==> src/rtl/wrr_lock_arbiter.sv <==
// Weighted round-robin arbiter with packet locking: grants one of NUM_CLIENTS
// requesters, holds the grant until the last beat, and rotates priority by weight.
module wrr_lock_arbiter #(
  parameter int NUM_CLIENTS = 4,
  parameter int WEIGHT_W    = 4,
  localparam int ENC_W      = $clog2(NUM_CLIENTS)
) (
  input  logic                          clk,
  input  logic                          rst,
  input  logic [NUM_CLIENTS-1:0]        req,
  input  logic [NUM_CLIENTS-1:0]        last,
  input  logic [NUM_CLIENTS*WEIGHT_W-1:0] weight,
  input  logic                          ack,
  output logic [NUM_CLIENTS-1:0]        gnt,
  output logic                          gnt_valid,
  output logic [ENC_W-1:0]              gnt_id,
  output logic                          busy
);

  typedef enum logic {
    S_IDLE   = 1'b0,
    S_LOCKED = 1'b1
  } state_t;

  localparam logic [ENC_W-1:0] LAST_ID  = ENC_W'(NUM_CLIENTS - 1);
  localparam logic [ENC_W:0]   N_WIDE   = (ENC_W+1)'(NUM_CLIENTS);

  state_t              r_state, w_state_nxt;
  logic [ENC_W-1:0]    r_owner, w_owner_nxt;
  logic [ENC_W-1:0]    r_ptr, w_ptr_nxt;
  logic [WEIGHT_W:0]   r_credit, w_credit_nxt;

  logic [2*NUM_CLIENTS-1:0] w_req2;
  logic [NUM_CLIENTS-1:0]   w_rot;
  logic [ENC_W:0]           w_off;
  logic [ENC_W:0]           w_sum;
  logic                     w_found;
  logic [ENC_W-1:0]         w_winner;

  logic [ENC_W-1:0]         w_sel;
  logic                     w_valid;
  logic [NUM_CLIENTS-1:0]   w_onehot;
  logic                     w_xfer;
  logic                     w_last;
  logic [WEIGHT_W-1:0]      w_weight_sel;
  logic [WEIGHT_W:0]        w_cnt;

  // Rotate requests so bit 0 is the ptr client; the lowest set bit is then the
  // circular winner, and its offset is added back to ptr modulo NUM_CLIENTS.
  always_comb begin
    w_req2  = {req, req} >> r_ptr;
    w_rot   = w_req2[NUM_CLIENTS-1:0];
    w_found = |w_rot;
    w_off   = '0;
    for (int k = NUM_CLIENTS - 1; k >= 0; k--) begin
      if (w_rot[k]) w_off = (ENC_W+1)'(k);
    end
    w_sum = {1'b0, r_ptr} + w_off;
    if (w_sum >= N_WIDE) begin
      w_winner = ENC_W'(w_sum - N_WIDE);
    end else begin
      w_winner = w_sum[ENC_W-1:0];
    end
  end

  always_comb begin
    if (r_state == S_LOCKED) begin
      w_sel   = r_owner;
      w_valid = |((NUM_CLIENTS'(1) << r_owner) & req);
    end else begin
      w_sel   = w_winner;
      w_valid = w_found;
    end
    w_onehot     = w_valid ? (NUM_CLIENTS'(1) << w_sel) : '0;
    w_last       = |(w_onehot & last);
    w_xfer       = w_valid && ack;
    w_weight_sel = '0;
    for (int k = 0; k < NUM_CLIENTS; k++) begin
      if (w_sel == ENC_W'(k)) w_weight_sel = weight[k*WEIGHT_W +: WEIGHT_W];
    end
  end

  // Outputs are forced quiet while reset is held, independent of the clock.
  assign gnt       = rst ? w_onehot : '0;
  assign gnt_valid = rst & w_valid;
  assign gnt_id    = (rst && w_valid) ? w_sel : '0;
  assign busy      = rst && (r_state == S_LOCKED);

  always_comb begin
    // NOTE: every next-state value gets a default first so no path through this
    // block leaves a signal unassigned and infers a latch.
    w_state_nxt  = r_state;
    w_owner_nxt  = r_owner;
    w_ptr_nxt    = r_ptr;
    w_credit_nxt = r_credit;
    w_cnt        = (w_sel == r_ptr) ? r_credit + (WEIGHT_W+1)'(1) : (WEIGHT_W+1)'(1);
    if (w_xfer) begin
      if (w_last) begin
        w_state_nxt = S_IDLE;
        if (w_cnt <= {1'b0, w_weight_sel}) begin
          w_ptr_nxt    = w_sel;
          w_credit_nxt = w_cnt;
        end else begin
          w_ptr_nxt    = (w_sel == LAST_ID) ? '0 : w_sel + ENC_W'(1);
          w_credit_nxt = '0;
        end
      end else if (r_state == S_IDLE) begin
        w_state_nxt = S_LOCKED;
        w_owner_nxt = w_sel;
      end
    end
  end

  always_ff @(posedge clk or negedge rst) begin
    if (!rst) begin
      r_state  <= S_IDLE;
      r_owner  <= '0;
      r_ptr    <= '0;
      r_credit <= '0;
    end else begin
      // NOTE: non-blocking so every register samples the pre-edge values.
      r_state  <= w_state_nxt;
      r_owner  <= w_owner_nxt;
      r_ptr    <= w_ptr_nxt;
      r_credit <= w_credit_nxt;
    end
  end

endmodule

==> config.mk <==
export PLATFORM = sky130hd
export DESIGN_NAME = wrr_lock_arbiter
export DESIGN_NICKNAME = d
export VERILOG_FILES = /design/src/rtl/wrr_lock_arbiter.sv
export SDC_FILE = /design/constraint.sdc
export NUM_CORES = 1
export LEC_CHECK = 0
export ABC_AREA = 1
export BUFFER_PORTS_ARGS = -buffer_cell sky130_fd_sc_hd__buf_2
export CAP_MARGIN = 25
export CORE_ASPECT_RATIO = 0.8
export CORE_MARGIN = 2
export CORE_UTILIZATION = 51
export CTS_CLUSTER_DIAMETER = 40
export DETAILED_ROUTE_END_ITERATION = 10
export PLACE_DENSITY_LB_ADDON = 0.15
export SETUP_SLACK_MARGIN = 0.02
export SYNTH_ARGS = -nofsm -noshare
export SYNTH_HDL_FRONTEND = slang
export SYNTH_SLANG_ARGS = --single-unit
==> constraint.sdc <==
create_clock -name clk -period 4.9 [get_ports clk]
set_input_delay 0.49 -clock clk [delete_from_list [all_inputs] [get_ports clk]]
set_output_delay 0.49 -clock clk [all_outputs]
set_load 0.01 [all_outputs]
# ---- After elaboration in Yosys (flattened, before gate mapping)
# Index checks and enable logic that the tools add are counted.
dict set report word_totals {
  out_inout_bits 8
  memories 0
  inputBits 27
  latch_bits 0
  regBits 10
  ramBits 0
  romBits 0
  elab_cells 50
}
dict set report op_classes {
  bitwise_logic 5
  shifts 3
  div_mod_pow 0
  n_lt_le_gt_ge 2
  add_sub_neg 4
  multipliers 0
  n_mux 19
  eq_ne 4
  reduce_logical 9
}
# cell n
set ops {}
lappend ops {{4-bit 2-to-1 mux} 6}
lappend ops {{2-bit 2-to-1 mux} 9}
lappend ops {{4-bit OR reduction} 3}
lappend ops {{5-bit 2-to-1 mux} 2}
lappend ops {{4-bit AND} 2}
lappend ops {{1-bit by 2-bit left shift with 4-bit output (first input constant)} 2}
lappend ops {{8-bit by 2-bit right shift with 4-bit output} 1}
lappend ops {{5-bit by 1-bit adder with 5-bit output (second input constant)} 1}
lappend ops {{5-bit by 4-bit less-or-equal comparator with 1-bit output} 1}
lappend ops {{2-bit equality test (second input constant)} 2}
lappend ops {{2-bit by 2-bit adder with 3-bit output} 1}
lappend ops {{3-bit >= comparator (second input constant)} 1}
lappend ops {{1-bit logical AND} 3}
lappend ops {{3-bit AND reduction} 1}
lappend ops {{2-bit by 1-bit adder with 2-bit output (second input constant)} 1}
lappend ops {{2-bit by 1-bit equality test with 1-bit output (second input constant)} 1}
lappend ops {{2-bit equality test} 1}
lappend ops {{2-bit zero test} 1}
lappend ops {{1-bit 2-to-1 mux} 2}
lappend ops {{1-bit inverter} 2}
lappend ops {{2-bit AND reduction} 1}
lappend ops {{2-bit by 1-bit subtractor with 2-bit output (second input constant)} 1}
lappend ops {{1-bit AND} 1}

# ---- Logic depth before layout (Yosys ltp)
# Gate-level depths: netlist of the first run.
dict set report logic_depth {
  depth_word 16
  mapped_depth 27
}

# ---- Worst setup path after synthesis of the first run
# No wires, ideal clock.
dict set report synth_path {
  path_type {flip-flop to flip-flop}
  startpoint {register r_ptr[1]}
  endpoint {register r_ptr[0]}
  stages_incl_launch_ff 25
  required_time_ns 4.783
  period_less_slack_ns 3.504
  path_buffers 1
  t_arrival_ns 3.386
  setup_time_ns 0.117
  setup_slack_ns 1.396
  cell_sequence {dfrtp_1 > buf_8 > inv_2 > nand3_1 > nand2_2 > nand3_1 > a21boi_0 > ha_1 > xnor2_1 > nand3_2 > nand3_4 > nand2_4 > ha_1 > inv_1 > nor2_1 > o311ai_0 > o21ai_0 > ha_1 > a21oi_1 > o21ai_0 > a21oi_1 > o21bai_1 > nand3_1 > nand3_1 > nand2_1}
}
dict set report synth_via {
  elab_chain_cells 16
  elab_cells_between_ends 32
}
# element line_no
set synth_rtl {}
lappend synth_rtl {{start, declared} 30} ;# logic [ENC_W-1:0] r_ptr, w_ptr_nxt;
lappend synth_rtl {{start signal, assigned} 124} ;# r_ptr <= w_ptr_nxt;
lappend synth_rtl {{8-bit by 2-bit right shift with 4-bit output} 51} ;# w_req2 = {req, req} >> r_ptr;
lappend synth_rtl {{2-bit 2-to-1 mux (4 in a row)} 56} ;# if (w_rot[k]) w_off = (ENC_W+1)'(k);
lappend synth_rtl {{2-bit by 2-bit adder with 3-bit output} 58} ;# w_sum = {1'b0, r_ptr} + w_off;
lappend synth_rtl {{3-bit >= comparator or 2-bit by 1-bit subtractor with 2-bit output (tied branches)} {59, 60}}
lappend synth_rtl {{2-bit 2-to-1 mux} 59} ;# if (w_sum >= N_WIDE) begin
lappend synth_rtl {{2-bit 2-to-1 mux} 67} ;# if (r_state == S_LOCKED) begin
lappend synth_rtl {{2-bit zero test} 79} ;# if (w_sel == ENC_W'(k)) w_weight_sel = weight[k*WEIGHT_W +: WEIGHT_W];
lappend synth_rtl {{4-bit 2-to-1 mux (4 in a row)} 79}
lappend synth_rtl {{5-bit by 4-bit less-or-equal comparator with 1-bit output} 100} ;# if (w_cnt <= {1'b0, w_weight_sel}) begin
lappend synth_rtl {{2-bit 2-to-1 mux} 100}
# Several ways; a longest one is shown, not always the timed one.
# A chain may end at the register's enable or synchronous reset.

# ---- Final worst setup path of the first run
# Ends and elaborated chain as after synthesis.

==> run_results.csv, run 1 <==
group,metric,value,unit
synthesis,synth_top_area_frac,0.2130,
floorplan,start_util,0.5397,
floorplan,die_x,57.66,um
synthesis,synth_edf_count,0,
power_and_ir_drop,pwr-share-comb,0.797,
cells_and_area,nFillCells,201,
routing,wl,2783,um
clock_network,post_cts_buffers,0,
floorplan,die_h,46.93,um
clock_network,cts_resized,0,
timing,finalSetupTns,0,ns
clock_network,tritoncts,"built",
synthesis,async_flop_share,1.000,
synthesis,ys_seq_area_frac,0.2130,
placement,place_congestion,0.8887,
critical_path,crit_fanout,8,
timing,period_needed,4.104,ns
clock_network,cts_max_level,1,
clock_network,cts_buffer_depth,2,
timing,fin_crit_sh,0.8376,
power_and_ir_drop,clockPowerShare,0.065,
routing,drt_iter0_markers,90,
routing,via_count,1210,
critical_path,criticalPathCategory,"register to register",
routing,drc,0,
timing,rsz0062_at_grt,"false",
cells_and_area,diodes,0,
global_routing,grt_pass1_wl,4540,um
synthesis,syn_area,1175,um2
clock_network,insertion_delay,0.27,ns
clock_network,root_buffer,"clkbuf_4",
synthesis,synth_mux_area_frac,0,
power_and_ir_drop,p_int,495.1,uW
run_status,status,"complete, no violations",
floorplan,die_area,2706,um2
power_and_ir_drop,swShare,0.5724,
critical_path,critPathLaunchType,"register",
synthesis,ys.flop_type,"dfrtp_1",
synthesis,ys_ff_latch,10,
critical_path,critPathLaunch,"r_ptr[1]",
critical_path,worstPathArrival,4.26,ns
critical_path,cp.required,5.05,ns
synthesis,synthTopCellsByArea,"dfrtp_1 (21%), nand2_1 (14%), ha_1 (11%)",
timing,hold_viol_final,0,
critical_path,r2r-start,"r_ptr[1]",
global_routing,antenna_found_initial,0,
synthesis,synth-compound-area-share,0.1416,
power_and_ir_drop,p_total,1158,uW
synthesis,syn-num-nets,207,
clock_network,clk_pin_slew,0.07,ns
synthesis,syn_avg_cell_area,6.911,um2
global_routing,grt_util_all_layers,0.2226,
synthesis,yosys.area.top_type,"dfrtp_1",
synthesis,syn_inst,170,
placement,dp_hpwl,2317,um
routing,vias_per_cell,5.238,
synthesis,yosys_warnings,0,
synthesis,synth_fa_ha_area_frac,0.1065,
clock_network,cts_hold_buffers,0,
cells_and_area,fin_nets,244,
timing,hold_slack,0.08518,ns
cells_and_area,syn_to_final_growth,18.00,%
power_and_ir_drop,cellLeakagePower,0.0007561,uW
critical_path,rr_worst_depth,23,
clock_network,cts_inserted_buffers,3,
synthesis,synth_xor_area_frac,0.03727,
placement,placed_cells,227,
cells_and_area,fin_area,1386,um2
timing,fmax,243.6,MHz
timing,final.setup_skew,0.006850,ns
cells_and_area,multiInputGateArea,818.3,um2
floorplan,core,2177,um2
floorplan,rows,15,
timing,slew_viol_final,0,
synthesis,synth_top_family_by_area,"simple AND/OR/NAND/NOR gates",
power_and_ir_drop,ir_worst_vdd,0.4757,mV
flow_run,max_cap_violations,0,
synthesis,synth-simple-area-share,0.4111,
placement,placed_area,1350,um2
power_and_ir_drop,pwr-share-seq,0.138,
synthesis,yosysUniqueCellTypes,31,
critical_path,reg2reg_to,"r_ptr[0]",
timing,max_slew_margin,0.7044,
routing,postRouteAntennaNets,0,
placement,portBuffers,34,
min_path,hold_path_class,"input port to async pin",
cells_and_area,drive_gt1_frac,0.2913,
timing,finalSetupViolCount,0,
routing,routedWlPerCell,12.05,um
cells_and_area,layoutNonFillerInstCount,231,
critical_path,crit_path_end_kind,"register",
global_routing,grt_max_degree,13,
clock_network,clock-sinks,10,
global_routing,first_global_vias,1055,
global_routing,overflow,0,
floorplan,io_pins,35,
routing,drt_pre_antenna_iters,5,
critical_path,r2r_slack,0.80,ns
power_and_ir_drop,p_sw,662.9,uW
cells_and_area,final-seq-area,250.2,um2
timing,tightestPinTransition,0.4398,ns
power_and_ir_drop,power.density,835.3,nW/um2
==> Yosys cell counts, drive strengths merged (2+ instances only) <==
library cell   n
a22o           2
buf            2
dfrtp         10
nand2         54
nand3         21
o21ai         11
xnor2          3
nor2          17
xor2           2
a21oi          8
inv           20
ha            10
==> state kept, by name (all words and copies together) (netlist names) <==
name,flops
r_credit,5
r_owner,2
r_ptr,2
r_state,1
==> placed cells by master (no fill, tap or decap), types with 2 or more instances in the layout <==
cell type,n
a21oi_1,8
a22o_1,2
buf_2,34
clkbuf_4,3
dfrtp_1,10
ha_1,10
inv_1,17
inv_2,3
nand2_1,45
nand2_2,6
nand2_4,3
nand3_1,17
nand3_2,3
nor2_1,14
nor2_2,2
o21ai_0,9
o21ai_1,2
xnor2_1,3
xor2_1,2
==> routing by layer <==
metal | GRT usage | wire, um | vias up | part of all wire
met5 | 0 | 0 | - | 0
met4 | 0.04186 | 20 | 0 | 0.0072
met3 | 0.05234 | 150 | 4 | 0.054
met2 | 0.3636 | 1236 | 36 | 0.44
met1 | 0.3082 | 1376 | 538 | 0.49
li1 | - | - | 632 | -
==> worst max-delay path by stage <==
| stage | endpoint | slack [ns] |
|---|---|---|
| 3_3_place_gp | r_ptr[0] | 0.96 |
| 4_1_cts | r_ptr[0] | 0.79 |
| 3_5_place_dp | r_ptr[0] | 0.80 |
| 6_report | r_ptr[0] | 0.80 |
| 2_1_floorplan | r_ptr[0] | 1.40 |
| 5_1_grt | r_credit[3] | 0.48 |
==> worst max-delay path, cell delays in order (launching register included) <==
cell and delay (ns):
dfrtp_1 0.57, inv_2 0.12, nand3_1 0.12, nand2_2 0.07, nand3_1 0.06, a21boi_0 0.08
ha_1 0.19, xnor2_1 0.22, nand3_2 0.13, nand3_4 0.12, nand2_4 0.09, ha_1 0.29
inv_1 0.12, nor2_1 0.04, o311ai_0 0.33, o21ai_0 0.19, ha_1 0.32, a21oi_1 0.14
o21ai_0 0.10, a21oi_1 0.13, o21bai_1 0.24, nand3_1 0.15, nand3_1 0.11, nand2_1 0.06
==> per-stage QoR <==
| stage | utilization | worst slack [ns] |
|---|---|---|
| global placement | 0.6201 | 0.9618 |
| finish | 0.6368 | 0.7956 |
| global route | 0.6368 | 0.4805 |
| CTS | 0.6368 | 0.7911 |
| detailed placement | 0.6201 | 0.7966 |
| floorplan | - | 1.396 |
==> power groups by stage <==
stage	registers, uW	logic [uW]	clock network, uW
after detailed placement	160	922	0
after global routing	163	1040	81.2
after CTS	159	923	78.8
after floorplan	135	767	0
final	160	923	75.0
after global placement	157	884	0
==> area by class of cell <==
cell class | count | area share
timing repair buffer | 34 | 0.1227
multi-input combinational | 137 | 0.5903
sequential | 10 | 0.1805
clock buffer | 4 | 0.02617
tap | 25 | 0.02256
inverter | 21 | 0.05776
==> cells by family after synthesis <==
| kind of cell | Yosys count |
|---|---|
| AOI/OAI and AO/OA | 28 |
| and+or+nand+nor | 94 |
| DFF | 10 |
| adders and majority gates | 10 |
| xor gates and xnor gates | 5 |
| buffers and inverters | 23 |
Power figures use the tool's default switching activity.
==> run 2: changes to the inputs <==
- CORE_UTILIZATION: 51 -> 46
- clock period: 4.9 -> 3.7 ns (I/O delays scaled with it)
==> run_results.csv, run 2 (synthesis results as in run 1) <==
group,metric,value,unit
cells_and_area,fin_util,0.6962,
critical_path,crit_slowest_cell,"dfrtp_1",
min_path,whs_path_depth,3,
placement,dp_hpwl,2395,um
cells_and_area,layout_common_cells,"nand2_1 (37), buf_2 (34), buf_4 (15)",
floorplan,core,2442,um2
global_routing,grt_pass1_wl,4761,um
routing,routedWlPerCell,13.17,um
critical_path,worstPathArrival,3.76,ns
critical_path,critPathTopFamily,"compound AO/OA/AOI/OAI gates",
cells_and_area,drive_gt1_frac,0.4910,
critical_path,cp.required,3.91,ns
critical_path,cpMostUsedCell,"nand2_2",
global_routing,overflow,0,
critical_path,r2r-start,"r_ptr[0]",
timing,fin_ws,0.1505,ns
timing,finalSetupViolCount,0,
min_path,hold_path_class,"input port to register",
floorplan,io_pins,35,
run_status,status,"complete, no violations",
cells_and_area,layout_commonest_cell,"nand2_1",
timing,max_slew_margin,0.7325,
timing,period_needed,3.549,ns
critical_path,crit_path_end_kind,"register",
clock_network,root_buffer,"clkbuf_4",
timing,fin_crit_sh,0.9593,
cells_and_area,fin_nets,260,
clock_network,clock-sinks,10,
cells_and_area,reg_top3,"r_credit: 5 flops, r_owner: 2 flops, r_ptr: 2 flops",
timing,hold_viol_final,0,
routing,drc,0,
placement,place_congestion,0.8076,
timing,hold_slack,0.3923,ns
placement,place_ws,-0.1479,ns
floorplan,die_area,2977,um2
floorplan,die_x,60.51,um
timing,fmax,281.7,MHz
critical_path,r2r_slack,0.15,ns
floorplan,start_util,0.4810,
cells_and_area,fin_area,1700,um2
cells_and_area,diodes,0,
clock_network,cts_inserted_buffers,3,
routing,wl,3398,um
placement,portBuffers,34,
global_routing,grt_max_degree,13,
timing,final.setup_skew,0.01024,ns
global_routing,antenna_found_initial,0,
timing,slew_viol_final,0,
clock_network,tritoncts,"built",
cells_and_area,top_register,"r_credit",
clock_network,clk_pin_slew,0.08,ns
critical_path,reg2reg_to,"r_credit[3]",
cells_and_area,largest_register_ffs,5,
routing,postRouteAntennaNets,0,
critical_path,crit_fanout,5,
cells_and_area,nFillCells,205,
floorplan,rows,16,
routing,drt_pre_antenna_iters,4,
min_path,hold_end,"r_state",
floorplan,die_h,49.20,um
critical_path,path_cells,"inv_2, nand2_1, nand3_2, nand3_2, a21boi_2, ha_2, xnor2_2, inv_1, nand2_2, nand3_4, nand2_8, inv_4, ha_4, o311ai_4, o21ai_1, ha_1, a21oi_2, o21ai_1, a21oi_1, o21bai_4, nand2_4, nor2_4, nand2_2, nand2_2",
global_routing,first_global_vias,1160,
routing,drt_iter0_markers,68,
min_path,min_from,"ack",
clock_network,insertion_delay,0.28,ns
placement,placed_area,1439,um2
critical_path,critPathLaunchType,"register",
critical_path,critPathMaxStageDelay,0.42,ns
routing,vias_per_cell,5.074,
timing,tightestPinTransition,0.3980,ns
critical_path,criticalPathCategory,"register to register",
global_routing,grt_util_all_layers,0.2094,
critical_path,worst-path-buf-inv,3,
clock_network,cts_buffer_depth,2,
flow_run,max_cap_violations,0,
clock_network,cts_max_level,1,
critical_path,rr_worst_depth,24,
timing,rsz0062_at_grt,"true",
routing,via_count,1309,
cells_and_area,syn_to_final_growth,44.73,%
run 2: area by class of cell:
type / count / area, um2 / area share
multi-input combinational: 137 / 987.2 / 0.5806
timing repair buffer: 50 / 292.8 / 0.1722
sequential: 10 / 251.5 / 0.1479
inverter: 21 / 87.58 / 0.05151
tap: 36 / 45.04 / 0.02649
clock buffer: 4 / 36.28 / 0.02134
run 2: stage by stage:
stage	std cells	TNS, ns
2_1_floorplan	170	0
3_3_place_gp	248	-0.5598
3_5_place_dp	248	-0.7909
4_1_cts	254	0
5_1_grt	258	-0.7240
6_report	258	0
run 2: routing by layer:
layer | vias up | GRT usage | wire length, um
met5 | - | 0 | 0
met2 | 32 | 0.3496 | 1720
met3 | 6 | 0.04775 | 162
met1 | 607 | 0.2713 | 1480
met4 | 0 | 0.04710 | 34
li1 | 664 | - | -
run 2: worst max path at each step:
| stage | from | end | slack (ns) | cells after the start |
|---|---|---|---|---|
| after floorplan | r_ptr[1] | r_ptr[0] | 0.20 | 24 |
| after global placement | req[1] | r_ptr[0] | -0.12 | 24 |
| after detailed placement | r_ptr[0] | r_credit[2] | -0.15 | 25 |
| after CTS | r_ptr[0] | r_ptr[0] | 0.03 | 25 |
| after global routing | r_ptr[0] | r_credit[3] | -0.16 | 25 |
| final | r_ptr[0] | r_credit[3] | 0.15 | 24 |
run 2: what timing repair did:
item                       in CTS  in global routing
pin swaps                       0                 20
resized for setup               4                 45
hold buffers                    1                  0
cloned                          0                  0
hold endpoints to repair       10                  0
buffers inserted                1                  4
setup endpoints to repair       6                  6
run 2: worst reg2reg max path, cell delays in order (launching register included):
cell and delay [ns]:
dfrtp_1 0.42, inv_2 0.13, nand2_1 0.13, nand3_2 0.10, nand3_2 0.08, a21boi_2 0.14
ha_2 0.20, xnor2_2 0.13, inv_1 0.08, nand2_2 0.08, nand3_4 0.11, nand2_8 0.12
inv_4 0.05, ha_4 0.16, o311ai_4 0.27, o21ai_1 0.12, ha_1 0.34, a21oi_2 0.12
o21ai_1 0.07, a21oi_1 0.15, o21bai_4 0.16, nand2_4 0.09, nor2_4 0.13, nand2_2 0.06
nand2_2 0.06
Power of run 2 is not shown: default switching activity piles up to over one toggle a cycle in this logic, so the estimate is an artifact.
==> run 3: changes to the inputs <==
- CORE_ASPECT_RATIO: 0.8 -> unset
==> run_results.csv, run 3 (synthesis results as in run 1) <==
group,metric,value,unit
critical_path,cp.required,3.85,ns
routing,via_count,1262,
critical_path,critPathLaunchType,"register",
cells_and_area,nFillCells,232,
min_path,hold_path_class,"input port to register",
cells_and_area,fin_nets,255,
floorplan,die_h,54.54,um
global_routing,grt_util_all_layers,0.2053,
routing,vias_per_cell,5.109,
clock_network,clk_pin_slew,0.06,ns
timing,final.setup_skew,0.007119,ns
clock_network,cts_inserted_buffers,3,
floorplan,start_util,0.4786,
critical_path,worstPathArrival,3.62,ns
cells_and_area,reg_top3,"r_credit: 5 flops, r_owner: 2 flops, r_ptr: 2 flops",
cells_and_area,layout_commonest_cell,"nand2_1",
routing,wl,2877,um
floorplan,core,2455,um2
cells_and_area,fin_area,1560,um2
routing,routedWlPerCell,11.65,um
clock_network,root_buffer,"clkbuf_4",
timing,finalSetupViolCount,0,
cells_and_area,largest_register_ffs,5,
floorplan,rows,18,
cells_and_area,final-seq-area,252.7,um2
cells_and_area,layout_common_cells,"nand2_1 (44), buf_2 (34), nand3_1 (17), inv_1 (14), nor2_1 (14)",
timing,fin_ws,0.2284,ns
routing,drc,0,
clock_network,cts_buffer_depth,2,
global_routing,overflow,0,
placement,place_congestion,0.7870,
placement,placed_area,1424,um2
timing,hold_viol_final,0,
critical_path,crit_fanout,6,
cells_and_area,multiInputGateArea,895.9,um2
clock_network,insertion_delay,0.27,ns
routing,drt_iter0_markers,26,
floorplan,die_x,54.54,um
placement,dp_hpwl,2414,um
global_routing,grt_max_degree,13,
timing,max_slew_margin,0.7236,
cells_and_area,diodes,0,
routing,drt_pre_antenna_iters,4,
timing,tightestPinTransition,0.4112,ns
critical_path,criticalPathCategory,"register to register",
flow_run,max_cap_violations,0,
floorplan,die_area,2974,um2
clock_network,clock-sinks,10,
global_routing,antenna_found_initial,0,
run_status,status,"complete, no violations",
global_routing,first_global_vias,1087,
cells_and_area,syn_to_final_growth,32.80,%
critical_path,crit_path_end_kind,"register",
cells_and_area,layoutNonFillerInstCount,247,
cells_and_area,drive_gt1_frac,0.4009,
routing,postRouteAntennaNets,0,
clock_network,cts_max_level,1,
placement,placed_cells,241,
timing,period_needed,3.472,ns
cells_and_area,top_register,"r_credit",
timing,fmax,288.1,MHz
floorplan,io_pins,35,
clock_network,tritoncts,"built",
timing,slew_viol_final,0,
cells_and_area,fin_util,0.6356,
placement,place_ws,-0.03400,ns
placement,portBuffers,34,
global_routing,grt_pass1_wl,4360,um
timing,fin_crit_sh,0.9383,
==> run 3: repair_timing <==
action                                 in CTS  in global routing
setup endpoints to repair                   6                  6
gates cloned                                0                  0
gates resized for setup                     4                 22
buffers inserted                            0                  1
pin swaps                                   0                  6
endpoints found under the hold margin      10                  0
hold buffers                                1                  0
==> run 3: final timing paths <==
path	start	to	slack, ns	cells after the start
hold / removal	ack	r_state	0.45	3
max in group asynchronous	rst	r_ptr[0]	2.94	2
setup / recovery	r_ptr[0]	r_ptr[1]	0.23	27
hold reg to reg	r_credit[4]	r_credit[4]	0.50	2
min in group asynchronous	rst	r_credit[0]	0.52	2
setup reg to reg	r_ptr[0]	r_ptr[1]	0.23	27
==> run 3: critical path, stage by stage (launching register included) <==
cell	delay, ns
dfrtp_2	0.45
inv_4	0.10
nand2_1	0.08
nand3_1	0.10
nand3_1	0.10
a21boi_2	0.15
ha_2	0.19
xnor2_2	0.12
inv_1	0.07
nand2_2	0.09
nand3_4	0.09
nand2_4	0.11
inv_1	0.07
ha_2	0.19
buf_4	0.16
inv_2	0.07
nand2_1	0.06
nand2_1	0.05
o21ai_0	0.09
ha_1	0.30
nand2_2	0.07
o21ai_2	0.11
a21oi_1	0.07
o21bai_4	0.19
nand2_4	0.10
nand2_1	0.05
nand3_1	0.06
nand2_1	0.05
==> run 3: per-stage QoR <==
step                      TNS [ns]  hold slack, ns
final                            0          0.4465
after global routing      -0.01012          0.4533
after CTS                        0          0.4434
after detailed placement   -0.1425          0.2594
after global placement           0          0.2520
after floorplan                  0         0.07441
==> run 3: final cells by class <==
class,count,share of cell area
multi-input combinational,137,0.5742
timing repair buffer,45,0.1636
sequential,10,0.1620
inverter,21,0.05293
tap,30,0.02406
clock buffer,4,0.02326
==> run 3: per-layer routing <==
layer | vias up | GRT usage | part of all wire
li1 | 657 | - | -
met1 | 570 | 0.2328 | 0.43
met2 | 27 | 0.3775 | 0.51
met3 | 8 | 0.04098 | 0.034
met4 | 0 | 0.07083 | 0.023
met5 | - | 0 | 0
Power of run 3 is left out for the same reason.
